### src/rtl/alu_arbiter_if.sv
// ============================================================================
// Module  : alu_arbiter_if
// Purpose : Requester, response, shared-ALU and grant-count signals of alu_arbiter.
// Revision: 1.0
// ============================================================================
`default_nettype none

interface alu_arbiter_if #(
    parameter int CNT_W = 16
);
    logic             req0_valid, req1_valid;
    logic             req0_ready, req1_ready;
    logic [3:0]       req0_op, req1_op;
    logic [31:0]      req0_a, req0_b, req1_a, req1_b;
    logic             rsp0_valid, rsp1_valid;
    logic             rsp0_ready, rsp1_ready;
    logic [31:0]      rsp0_result, rsp1_result;
    logic             rsp0_zero, rsp1_zero, rsp0_less, rsp1_less;
    logic [3:0]       alu_op;
    logic [31:0]      alu_in1, alu_in2, alu_result;
    logic             alu_zero, alu_less;
    logic [CNT_W-1:0] gnt_cnt0, gnt_cnt1;

    modport slave (
        input  req0_valid, req1_valid, req0_op, req1_op,
               req0_a, req0_b, req1_a, req1_b,
               rsp0_ready, rsp1_ready, alu_result, alu_zero, alu_less,
        output req0_ready, req1_ready, rsp0_valid, rsp1_valid,
               rsp0_result, rsp1_result, rsp0_zero, rsp1_zero,
               rsp0_less, rsp1_less, alu_op, alu_in1, alu_in2,
               gnt_cnt0, gnt_cnt1
    );

    modport master (
        output req0_valid, req1_valid, req0_op, req1_op,
               req0_a, req0_b, req1_a, req1_b,
               rsp0_ready, rsp1_ready, alu_result, alu_zero, alu_less,
        input  req0_ready, req1_ready, rsp0_valid, rsp1_valid,
               rsp0_result, rsp1_result, rsp0_zero, rsp1_zero,
               rsp0_less, rsp1_less, alu_op, alu_in1, alu_in2,
               gnt_cnt0, gnt_cnt1
    );
endinterface

`default_nettype wire

### src/rtl/alu_arbiter.sv
// ============================================================================
// Module  : alu_arbiter
// Purpose : Round-robin arbiter sharing one combinational ALU between two requesters.
// Revision: 1.0
// ============================================================================
`default_nettype none

module alu_arbiter #(
    parameter int CNT_W = 16
) (
    input  logic          clk,
    input  logic          rst,
    alu_arbiter_if.slave  bus
);
    typedef enum logic [1:0] {
        IDLE  = 2'd0,
        ISSUE = 2'd1,
        RESP  = 2'd2
    } state_t;

    state_t           r_state, w_next;
    logic             r_owner, r_last_gnt;
    logic [3:0]       r_op;
    logic [31:0]      r_a, r_b;
    logic [31:0]      r_res0, r_res1;
    logic             r_zero0, r_zero1, r_less0, r_less1;
    logic [CNT_W-1:0] r_cnt0, r_cnt1;

    logic             w_gnt0, w_gnt1, w_accept, w_legal, w_rsp_hs;
    logic [31:0]      w_cap_res;
    logic             w_cap_zero, w_cap_less;

    assign w_legal    = (r_op <= 4'd4);
    assign w_accept   = w_gnt0 | w_gnt1;
    assign w_rsp_hs   = r_owner ? bus.rsp1_ready : bus.rsp0_ready;
    // Unsupported opcodes never see the ALU; they complete with a fixed zero result.
    assign w_cap_res  = w_legal ? bus.alu_result : 32'd0;
    assign w_cap_zero = w_legal ? bus.alu_zero   : 1'b1;
    assign w_cap_less = w_legal ? bus.alu_less   : 1'b0;

    always_comb begin
        w_next      = r_state;
        w_gnt0      = 1'b0;
        w_gnt1      = 1'b0;
        bus.alu_op  = 4'd0;
        bus.alu_in1 = 32'd0;
        bus.alu_in2 = 32'd0;
        case (r_state)
            IDLE: begin
                if (!rst) begin
                    // On a tie the requester not served last wins.
                    w_gnt0 = bus.req0_valid & (~bus.req1_valid | r_last_gnt);
                    w_gnt1 = bus.req1_valid & (~bus.req0_valid | ~r_last_gnt);
                end
                if (w_gnt0 | w_gnt1)
                    w_next = ISSUE;
            end
            ISSUE: begin
                if (w_legal) begin
                    bus.alu_op  = r_op;
                    bus.alu_in1 = r_a;
                    bus.alu_in2 = r_b;
                end
                w_next = RESP;
            end
            RESP: begin
                if (w_rsp_hs)
                    w_next = IDLE;
            end
            default: w_next = IDLE;
        endcase
    end

    assign bus.req0_ready  = w_gnt0;
    assign bus.req1_ready  = w_gnt1;
    assign bus.rsp0_valid  = (r_state == RESP) & ~r_owner;
    assign bus.rsp1_valid  = (r_state == RESP) &  r_owner;
    assign bus.rsp0_result = r_res0;
    assign bus.rsp1_result = r_res1;
    assign bus.rsp0_zero   = r_zero0;
    assign bus.rsp1_zero   = r_zero1;
    assign bus.rsp0_less   = r_less0;
    assign bus.rsp1_less   = r_less1;
    assign bus.gnt_cnt0    = r_cnt0;
    assign bus.gnt_cnt1    = r_cnt1;

    always_ff @(posedge clk) begin
        if (rst) begin
            r_state    <= IDLE;
            r_owner    <= 1'b0;
            r_last_gnt <= 1'b1;
            r_op       <= 4'd0;
            r_a        <= 32'd0;
            r_b        <= 32'd0;
            r_res0     <= 32'd0;
            r_res1     <= 32'd0;
            r_zero0    <= 1'b0;
            r_zero1    <= 1'b0;
            r_less0    <= 1'b0;
            r_less1    <= 1'b0;
            r_cnt0     <= '0;
            r_cnt1     <= '0;
        end else begin
            r_state <= w_next;
            if (w_accept) begin
                r_owner    <= w_gnt1;
                r_last_gnt <= w_gnt1;
                r_op       <= w_gnt1 ? bus.req1_op : bus.req0_op;
                r_a        <= w_gnt1 ? bus.req1_a  : bus.req0_a;
                r_b        <= w_gnt1 ? bus.req1_b  : bus.req0_b;
                if (w_gnt1) begin
                    if (r_cnt1 != '1)
                        r_cnt1 <= r_cnt1 + 1'b1;
                end else begin
                    if (r_cnt0 != '1)
                        r_cnt0 <= r_cnt0 + 1'b1;
                end
            end
            if (r_state == ISSUE) begin
                if (r_owner) begin
                    r_res1  <= w_cap_res;
                    r_zero1 <= w_cap_zero;
                    r_less1 <= w_cap_less;
                end else begin
                    r_res0  <= w_cap_res;
                    r_zero0 <= w_cap_zero;
                    r_less0 <= w_cap_less;
                end
            end
        end
    end
endmodule

`default_nettype wire

### src/flat_wrapper.sv
// flat-port wrapper written by rule: the top's interface ports become plain ports
module alu_arbiter_flat 
#(
    parameter int CNT_W = 16
)
  (clk, rst, bus_req0_valid, bus_req1_valid, bus_req0_op, bus_req1_op, bus_req0_a, bus_req0_b, bus_req1_a, bus_req1_b, bus_rsp0_ready, bus_rsp1_ready, bus_alu_result, bus_alu_zero, bus_alu_less, bus_req0_ready, bus_req1_ready, bus_rsp0_valid, bus_rsp1_valid, bus_rsp0_result, bus_rsp1_result, bus_rsp0_zero, bus_rsp1_zero, bus_rsp0_less, bus_rsp1_less, bus_alu_op, bus_alu_in1, bus_alu_in2, bus_gnt_cnt0, bus_gnt_cnt1);
  alu_arbiter_if #(.CNT_W(CNT_W)) bus_i ();
  input  logic clk;
  input  logic rst;
  input wire logic [$bits(bus_i.req0_valid)-1:0] bus_req0_valid;
  input wire logic [$bits(bus_i.req1_valid)-1:0] bus_req1_valid;
  input wire logic [$bits(bus_i.req0_op)-1:0] bus_req0_op;
  input wire logic [$bits(bus_i.req1_op)-1:0] bus_req1_op;
  input wire logic [$bits(bus_i.req0_a)-1:0] bus_req0_a;
  input wire logic [$bits(bus_i.req0_b)-1:0] bus_req0_b;
  input wire logic [$bits(bus_i.req1_a)-1:0] bus_req1_a;
  input wire logic [$bits(bus_i.req1_b)-1:0] bus_req1_b;
  input wire logic [$bits(bus_i.rsp0_ready)-1:0] bus_rsp0_ready;
  input wire logic [$bits(bus_i.rsp1_ready)-1:0] bus_rsp1_ready;
  input wire logic [$bits(bus_i.alu_result)-1:0] bus_alu_result;
  input wire logic [$bits(bus_i.alu_zero)-1:0] bus_alu_zero;
  input wire logic [$bits(bus_i.alu_less)-1:0] bus_alu_less;
  output wire logic [$bits(bus_i.req0_ready)-1:0] bus_req0_ready;
  output wire logic [$bits(bus_i.req1_ready)-1:0] bus_req1_ready;
  output wire logic [$bits(bus_i.rsp0_valid)-1:0] bus_rsp0_valid;
  output wire logic [$bits(bus_i.rsp1_valid)-1:0] bus_rsp1_valid;
  output wire logic [$bits(bus_i.rsp0_result)-1:0] bus_rsp0_result;
  output wire logic [$bits(bus_i.rsp1_result)-1:0] bus_rsp1_result;
  output wire logic [$bits(bus_i.rsp0_zero)-1:0] bus_rsp0_zero;
  output wire logic [$bits(bus_i.rsp1_zero)-1:0] bus_rsp1_zero;
  output wire logic [$bits(bus_i.rsp0_less)-1:0] bus_rsp0_less;
  output wire logic [$bits(bus_i.rsp1_less)-1:0] bus_rsp1_less;
  output wire logic [$bits(bus_i.alu_op)-1:0] bus_alu_op;
  output wire logic [$bits(bus_i.alu_in1)-1:0] bus_alu_in1;
  output wire logic [$bits(bus_i.alu_in2)-1:0] bus_alu_in2;
  output wire logic [$bits(bus_i.gnt_cnt0)-1:0] bus_gnt_cnt0;
  output wire logic [$bits(bus_i.gnt_cnt1)-1:0] bus_gnt_cnt1;
  assign bus_i.req0_valid = bus_req0_valid;
  assign bus_i.req1_valid = bus_req1_valid;
  assign bus_i.req0_op = bus_req0_op;
  assign bus_i.req1_op = bus_req1_op;
  assign bus_i.req0_a = bus_req0_a;
  assign bus_i.req0_b = bus_req0_b;
  assign bus_i.req1_a = bus_req1_a;
  assign bus_i.req1_b = bus_req1_b;
  assign bus_i.rsp0_ready = bus_rsp0_ready;
  assign bus_i.rsp1_ready = bus_rsp1_ready;
  assign bus_i.alu_result = bus_alu_result;
  assign bus_i.alu_zero = bus_alu_zero;
  assign bus_i.alu_less = bus_alu_less;
  assign bus_req0_ready = bus_i.req0_ready;
  assign bus_req1_ready = bus_i.req1_ready;
  assign bus_rsp0_valid = bus_i.rsp0_valid;
  assign bus_rsp1_valid = bus_i.rsp1_valid;
  assign bus_rsp0_result = bus_i.rsp0_result;
  assign bus_rsp1_result = bus_i.rsp1_result;
  assign bus_rsp0_zero = bus_i.rsp0_zero;
  assign bus_rsp1_zero = bus_i.rsp1_zero;
  assign bus_rsp0_less = bus_i.rsp0_less;
  assign bus_rsp1_less = bus_i.rsp1_less;
  assign bus_alu_op = bus_i.alu_op;
  assign bus_alu_in1 = bus_i.alu_in1;
  assign bus_alu_in2 = bus_i.alu_in2;
  assign bus_gnt_cnt0 = bus_i.gnt_cnt0;
  assign bus_gnt_cnt1 = bus_i.gnt_cnt1;
  alu_arbiter #(.CNT_W(CNT_W)) u_core (.clk(clk), .rst(rst), .bus(bus_i));
endmodule
### config.mk
export PLATFORM = sky130hd
export DESIGN_NAME = alu_arbiter_flat
export DESIGN_NICKNAME = d
export VERILOG_FILES = /design/src/rtl/alu_arbiter_if.sv /design/src/rtl/alu_arbiter.sv /design/src/flat_wrapper.sv
export SDC_FILE = /design/constraint.sdc
export NUM_CORES = 1
export LEC_CHECK = 0
export CAP_MARGIN = 25
export CORE_ASPECT_RATIO = 0.5
export CORE_MARGIN = 2
export CORE_UTILIZATION = 46
export DETAILED_ROUTE_END_ITERATION = 8
export PLACE_DENSITY = 0.93
export SYNTH_ARGS = -nofsm -noshare
export SYNTH_HDL_FRONTEND = slang
export SYNTH_SLANG_ARGS = --single-unit
### constraint.sdc
create_clock -name clk -period 3.6 [get_ports clk]
set_input_delay 1.08 -clock clk [delete_from_list [all_inputs] [get_ports clk]]
set_output_delay 1.08 -clock clk [all_outputs]
set_load 0.01 [all_outputs]
==> key figures, run 1 <==
Yosys
  • Syn. warnings: 0
  • Post-synthesis sequential area ratio: between 40% and 50%
  • Post-Syn Instances: between 900 and 1,000
  • Dominant cells by area after synthesis: dfxtp_1, nand2_1, a311oi_1
  • Synth Net Count: between 1,000 and 1,500
  • Ys async rst share: 0%
  • Area share of the leading cell type in the synthesized netlist: approximately 44%
  • Mean Syn Cell Area: around 7.9 um2
  • Biggest area consumer among synthesized cells: dfxtp_1
  • Commonest register cell after synthesis: dfxtp_1
  • Most frequent cells after synthesis: nand2_1, dfxtp_1, nor2_1
  • Yosys reg bits: roughly 170
  • Library cells used by synthesis: 52
  • Post-synth EDFFs: 0
  • Most common cell in the netlist: nand2_1
  • Cell area after synthesis: between 0.007 and 0.008 mm2

Route
  • DR vias: between 8,000 and 9,000
  • Routed vias/inst: roughly 5.7
  • Total wire length: 27,400 um
  • Post-DR wirelength/cell: approximately 18 um
  • DRC: 0
  • Final ANT Viol Nets: 0
  • DR pass1 iterations: 5
  • DR iter-0 viols: between 600 and 700

Placement
  • DP HPWL: ~19,000 um
  • Gpl congestion: 0.872
  • Post-Place Cell Area: between 0.01 and 0.015 mm2
  • Number of buffers added on ports: 346

Timing
  • Clock Skew: about 15 ps
  • Slew Limit Headroom: between 30% and 40%
  • Fin crit period: 3560 ps
  • Fin. max-slew vios: 0
  • Fmax achieved: approximately 280 MHz
  • Worst-Margin Slew: roughly 1000 ps
  • Final hold viol count: 0
  • RSZ-0062 raised after global routing: no
  • Fin crit share: 99.0%
  • Setup violators final: 0

Floorplan
  • Die height: a little under 100 um
  • Site Rows: 33
  • Core Area: 0.0165 mm2
  • # IOs: approximately 350
  • Die width: between 150 and 200 um
  • Die ar.: ~0.018 mm2
  • Starting density of the core: ~47%

Pwr
  • Pwr dens: 391 mW/mm2
  • Worst ir drop on vdd: approximately 0.37 mV
  • Pleak: 4.42 nW

Clock network
  • TritonCTS clock tree: yes
  • Root Driver: clkbuf_16
  • CTS Buf Count: 17
  • CTS Buffer Depth: 2
  • Skew-Pair Late Insertion Delay: around 430 ps
  • Reg clk slew, reported paths: ~70 ps
  • Setup bufs post-CTS: 0
  • CTS HTree Levels: 4
  • CTS sink cnt: ~170

Global route
  • Vias in the first global route: 8,338
  • Antenna violations before repair: 1
  • First-pass GRT wire length: ~42,000 um
  • Grt total ovfl: 0
  • Largest net degree at the start of global routing: between 100 and 150
  • Gr usage total: roughly 29%

Worst setup path
  • CP Launch Type: input pin
  • Critical path endpoint category: output port
  • Reg-to-reg critical path startpoint: u_core.bus.gnt_cnt1[0]$_SDFFE_PP0P_
  • WS Path Type: in2out
  • Worst Path Arrival: 2480 ps
  • Worst reg2reg setup slack: approximately 1300 ps
  • Crit path max fanout: 3
  • Critical Path RT: 2520 ps
  • Worst Setup SP: bus_req1_valid

Layout
  • Filler cells: between 1,000 and 1,500
  • Proportion of layout cells with a drive suffix above 1: between 6 and 7%
  • Area delta synth->final: 54.2%
  • Finished Cell Area: ~0.012 mm2
  • Layout Nets: 1,467
  • Core Util, Final: 72.9%

Job
  • Max Cap Viol: 0

Min path
  • Worst min-delay path startpoint: u_core.bus.rsp0_result[2]$_SDFFE_PP0P_
  • Tightest Hold Check Type: reg2reg

Status
  • Outcome: completed
-- kinds of logic after synthesis --
| logic type | synth area share [%] |
|---|---|
| simple gates | 32.3 |
| compound gates | 16.0 |
| mux | 1.98 |
| buf+inv | 5.17 |
| fa+ha+maj | 0.321 |
| flops | 44.2 |
| other cells | 0.0482 |
-- worst max-delay path: stages --
cell             delay [ps]
clkdlybuf4s50_1         440
buf_4                   170
nand2b_4                 80
nand3_2                 100
inv_2                    80
clkdlybuf4s50_1         530
-- worst paths after layout --
check / to / cells after the start
worst min register to register: u_core.bus.rsp0_result[2]$_SDFFE_PP0P_ / 2
worst max register to register: u_core.bus.gnt_cnt1[1]$_SDFFE_PP0P_ / 5
worst min-delay path: u_core.bus.rsp0_result[2]$_SDFFE_PP0P_ / 2
worst max-delay path: bus_req0_ready / 6
-- placed cells by master (no fill, tap or decap), types with 7 or more instances in the layout --
cell	netlist	routed
clkdlybuf4s50_1	0	344
dfxtp_1	172	172
or4_1	7	7
o31ai_1	7	7
nand2_1	215	214
nor2_1	91	89
a311oi_1	70	70
nor2b_1	12	11
clkbuf_16	0	17
a21oi_1	82	82
nand4_1	8	8
nand3_1	79	79
inv_1	7	7
and3_1	71	71
buf_4	1	20
mux2_2	11	11
-- through the flow --
step	std cells	TNS, ps	worst slack, ps	total power, mW	hold WS [ps]
after floorplan	992	0	615	2.45	454
after global placement	1495	-20.6	-20.6	2.85	442
after detailed placement	1495	-137	-137	2.87	445
after CTS	1527	0	1.94	4.70	455
after global routing	1530	0	15.6	4.87	471
final	1530	0	37.5	4.70	454
-- power by group --
part | switching (mW) | internal [mW]
Sequential | 0.0617 | 2.01
Clock | 0.909 | 0.939
Combinational | 0.387 | 0.394
Total | 1.36 | 3.34
-- metal layers --
layer	global-route usage, %	routed length (um)	vias to the layer above	share of wire, %
met4	14.6	1160	0	4.3
li1	-	-	4108	-
met3	5.87	1860	91	6.8
met5	0	0	-	0
met2	50.9	13500	399	49
met1	34.3	10800	4051	40
-- final cells by class --
class	instances	area (um2)	share of cell area (%)
antenna	1	2.50	0.0208
sequential	172	3440	28.7
inverter	8	30.0	0.250
clock buffer	17	425	3.54
clock inverter	15	173	1.44
timing repair buffer	368	3670	30.6
tap	227	284	2.37
multi-input combinational	722	3980	33.1
-- timing repair --
action,in CTS,in global routing
hold buffers,0,0
endpoints found under the setup margin,1,1
resized for setup,3,1
-- registers in the layout, indices dropped and copies added, names as in the netlist --
name	count
u_core.r_last_gnt	1
u_core.bus.rsp1_result	32
u_core.r_op	4
u_core.bus.rsp0_result	32
u_core.r_b	32
u_core.bus.rsp1_less	1
u_core.r_a	32
u_core.bus.rsp0_zero	1
u_core.bus.gnt_cnt0	16
u_core.r_state	2
u_core.bus.gnt_cnt1	16
u_core.bus.rsp0_less	1
u_core.bus.rsp1_zero	1
u_core.r_owner	1
(Power assumes the default switching activity.)
==> inputs of run 2 (changes only) <==
--- a/config.mk
+++ b/config.mk
@@ -9,6 +9,7 @@
 export CORE_ASPECT_RATIO = 0.5
 export CORE_MARGIN = 2
 export CORE_UTILIZATION = 46
+export CTS_CLUSTER_DIAMETER = 60
 export DETAILED_ROUTE_END_ITERATION = 8
 export PLACE_DENSITY = 0.93
 export SYNTH_ARGS = -nofsm -noshare
==> results of run 2 <==
Same layout as run 1: the final DEF is identical, and so are final timing and power.
==> inputs of run 3 (changes only) <==
--- a/config.mk
+++ b/config.mk
@@ -12,6 +12,7 @@
 export CTS_CLUSTER_DIAMETER = 60
 export DETAILED_ROUTE_END_ITERATION = 8
 export PLACE_DENSITY = 0.93
+export REMOVE_ABC_BUFFERS = 1
 export SYNTH_ARGS = -nofsm -noshare
 export SYNTH_HDL_FRONTEND = slang
 export SYNTH_SLANG_ARGS = --single-unit
==> run 3 against run 2 <==
Effect of this change: routed wire length rose by 3.2%; cell count rose by 0.20%; utilization rose by 0.28 points; first-iteration DRC count fell by 2.2%; highest routed layer unchanged; sequential power barely moved.
==> key figures, run 3 (synthesis gave the netlist of run 1 again) <==
Global route
  • Gr usage total: 29.9% (was 28.9%)
  • Vias in the first global route: 8,298 (was 8,338)
  • Grt total ovfl: 0 (unchanged)
  • First-pass GRT wire length: 42,900 um (was 42,000 um)
  • Largest net degree at the start of global routing: 177 (was 115)
  • Antenna violations before repair: 0 (was 1)

Route
  • DR vias: 8,810 (was 8,649)
  • DR iter-0 viols: 663 (was 678)
  • Met2 WL: 14,000 um (was 13,500 um)
  • Total wire length: 28,200 um (was 27,400 um)
  • Wire length on met1: 11,100 um (was 10,800 um)
  • Top Metal Used: met4 (unchanged)
  • DR pass1 iterations: 5 (unchanged)
  • Routed vias/inst: 5.75 (was 5.65)
  • Post-DR wirelength/cell: 18.4 um (was 17.9 um)
  • Met3 Routed Length: 1890 um (was 1860 um)
  • Final ANT Viol Nets: 0 (unchanged)
  • DRC: 0 (unchanged)

Timing
  • Hold slack: 452 ps (was 454 ps)
  • Setup violators final: 0 (unchanged)
  • Final hold viol count: 0 (unchanged)
  • Fin. max-slew vios: 0 (unchanged)
  • Fin crit share: 93.3% (was 99.0%)
  • Slew Limit Headroom: 33.9% (was 33.0%)
  • Clock Skew: 15.6 ps (was 14.5 ps)
  • Fin crit period: 3360 ps (was 3560 ps)
  • RSZ-0062 raised after global routing: no (unchanged)
  • Worst-Margin Slew: 984 ps (was 997 ps)
  • Fmax achieved: 298 MHz (was 281 MHz)

Worst setup path
  • CP delay by family, top: buffers and inverters (unchanged)
  • Slowest-stage cell, CP: clkdlybuf4s50_1 (unchanged)
  • R2r endpoint: u_core.bus.gnt_cnt1[1]$_SDFFE_PP0P_ (unchanged)
  • Reg-to-reg critical path startpoint: u_core.bus.gnt_cnt1[0]$_SDFFE_PP0P_ (unchanged)
  • Levels on crit path: 4 (was 6)
  • WS Path Type: reg2out (was in2out)
  • Worst Path Arrival: 2280 ps (was 2480 ps)
  • Worst Setup SP: u_core.r_state[0]$_SDFFE_PP0P_ (was bus_req1_valid)
  • CP bufs+invs: 2 (was 4)
  • Cells along the critical path: nor2b_4 > buf_4 > and3_1 > clkdlybuf4s50_1 (was clkdlybuf4s50_1 > buf_4 > nand2b_4 > nand3_2 > inv_2 > clkdlybuf4s50_1)
  • Critical Path RT: 2520 ps (about the same)
  • Crit path max fanout: 10 (was 3)
  • Reg2Reg Depth: 5 (unchanged)
  • Worst reg2reg setup slack: 1260 ps (about the same)
  • Max incr delay on CP: 590 ps (was 530 ps)
  • Critical path endpoint category: output port (unchanged)
  • Crit path to: bus_alu_op[2] (was bus_req0_ready)
  • CP Launch Type: register (was input pin)

Status
  • Outcome: completed (unchanged)

Pwr
  • Worst ir drop on vdd: 0.359 mV (was 0.374 mV)
  • Pleak: 4.45 nW (was 4.42 nW)
  • Overall power: 4.79 mW (was 4.70 mW)
  • Pwr dens: 398 mW/mm2 (was 391 mW/mm2)

Min path
  • Tightest Hold Check Type: reg2reg (unchanged)

Floorplan
  • # IOs: 348 (unchanged)
  • Die width: 188 um (unchanged)
  • Core Area: 0.0165 mm2 (unchanged)
  • Die height: 96.0 um (unchanged)
  • Site Rows: 33 (unchanged)
  • Die ar.: 0.0180 mm2 (unchanged)
  • Starting density of the core: 47.3% (unchanged)

Placement
  • Gpl congestion: 0.883 (was 0.872)
  • Post-Place Cell Area: 0.0114 mm2 (about the same)
  • DP HPWL: 19,600 um (was 19,000 um)
  • Number of buffers added on ports: 346 (unchanged)

Layout
  • Layout Nets: 1,471 (was 1,467)
  • Proportion of layout cells with a drive suffix above 1: 6.58% (was 6.45%)
  • Commonest non-fill, non-tap cell in the layout: clkdlybuf4s50_1 (unchanged)
  • Most frequent cells in the layout: clkdlybuf4s50_1, nand2_1, dfxtp_1 (unchanged)
  • Finished Cell Area: 0.0121 mm2 (was 0.0120 mm2)
  • Diodes inserted: 0 (was 1)
  • Area delta synth->final: 54.8% (was 54.2%)

Clock network
  • CTS Buffer Depth: 2 (unchanged)
  • CTS sink cnt: 172 (unchanged)
  • Skew-Pair Late Insertion Delay: 420 ps (was 430 ps)
  • CTS HTree Levels: 4 (unchanged)
  • TritonCTS clock tree: yes (unchanged)
  • Root Driver: clkbuf_16 (unchanged)
  • CTS Buf Count: 17 (unchanged)
  • Reg clk slew, reported paths: 70 ps (about the same)

Job
  • Max Cap Viol: 0 (unchanged)
[run 3: changes by cell type in the layout (fill, tap and decap cells not counted), sizes merged, moves of 2 or more]
cell | before | now
buf | 23 | 26
clkbuf | 17 | 20
bufinv | 0 | 2
clkinv | 6 | 4
inv | 16 | 14
[run 3: cell type report]
class,instances,area [um2]
clock buffer,20,467
clock inverter,12,149
fill,1149,4420
inverter,8,30.0
multi-input combinational,723,3980
sequential,172,3440
tap,227,284
timing repair buffer,371,3700
[run 3: layer usage]
layer  vias to the layer above  GRT usage [%]
met5                         -              0
met3                        79           7.11
li1                       4119              -
met1                      4206           35.4
met2                       406           51.8
met4                         0           15.6
[run 3: repair_timing]
action,CTS,global route
endpoints found under the setup margin,3,5
resized for setup,3,0
setup buffers,0,1
pin swaps,0,0
hold buffers,0,0
cloned,1,0
[run 3: report_power, final]
| group | internal, mW | switching (mW) |
|---|---|---|
| clock | 1.10 | 0.826 |
| combinational | 0.399 | 0.395 |
| sequential | 2.01 | 0.0638 |
| total | 3.51 | 1.28 |
[run 3: worst min-delay path: cells and delay by family, from the launching register on]
family / cells / cell delay, ps
AO/OA/AOI/OAI: 1 / 50
AND/OR/NAND/NOR: 1 / 50
flip-flops: 1 / 310
[run 3: how the worst min path moves through the flow]
stage | to | slack [ps] | depth (start not counted) | start
detailed placement | u_core.bus.rsp1_result[23]$_SDFFE_PP0P_ | 450 | 2 | u_core.bus.rsp1_result[23]$_SDFFE_PP0P_
floorplan | u_core.r_a[0]$_SDFFE_PP0P_ | 450 | 2 | u_core.r_a[0]$_SDFFE_PP0P_
finish | u_core.bus.rsp1_result[23]$_SDFFE_PP0P_ | 450 | 2 | u_core.bus.rsp1_result[23]$_SDFFE_PP0P_
global placement | u_core.bus.rsp1_result[23]$_SDFFE_PP0P_ | 440 | 2 | u_core.bus.rsp1_result[23]$_SDFFE_PP0P_
global route | u_core.bus.rsp0_result[3]$_SDFFE_PP0P_ | 480 | 2 | u_core.bus.rsp0_result[3]$_SDFFE_PP0P_
CTS | u_core.bus.rsp0_result[23]$_SDFFE_PP0P_ | 460 | 2 | u_core.bus.rsp0_result[23]$_SDFFE_PP0P_
[run 3: metrics by stage]
stage	cells	setup TNS (ps)	worst slack [ps]	utilization, %
finish	1533	0	243	73.2
global route	1533	0	128	73.2
CTS	1532	0	78.6	73.1
detailed placement	1499	-59.5	-59.5	69.3
global placement	1498	-19.9	-19.9	69.2
floorplan	902	-195580	-1830	-
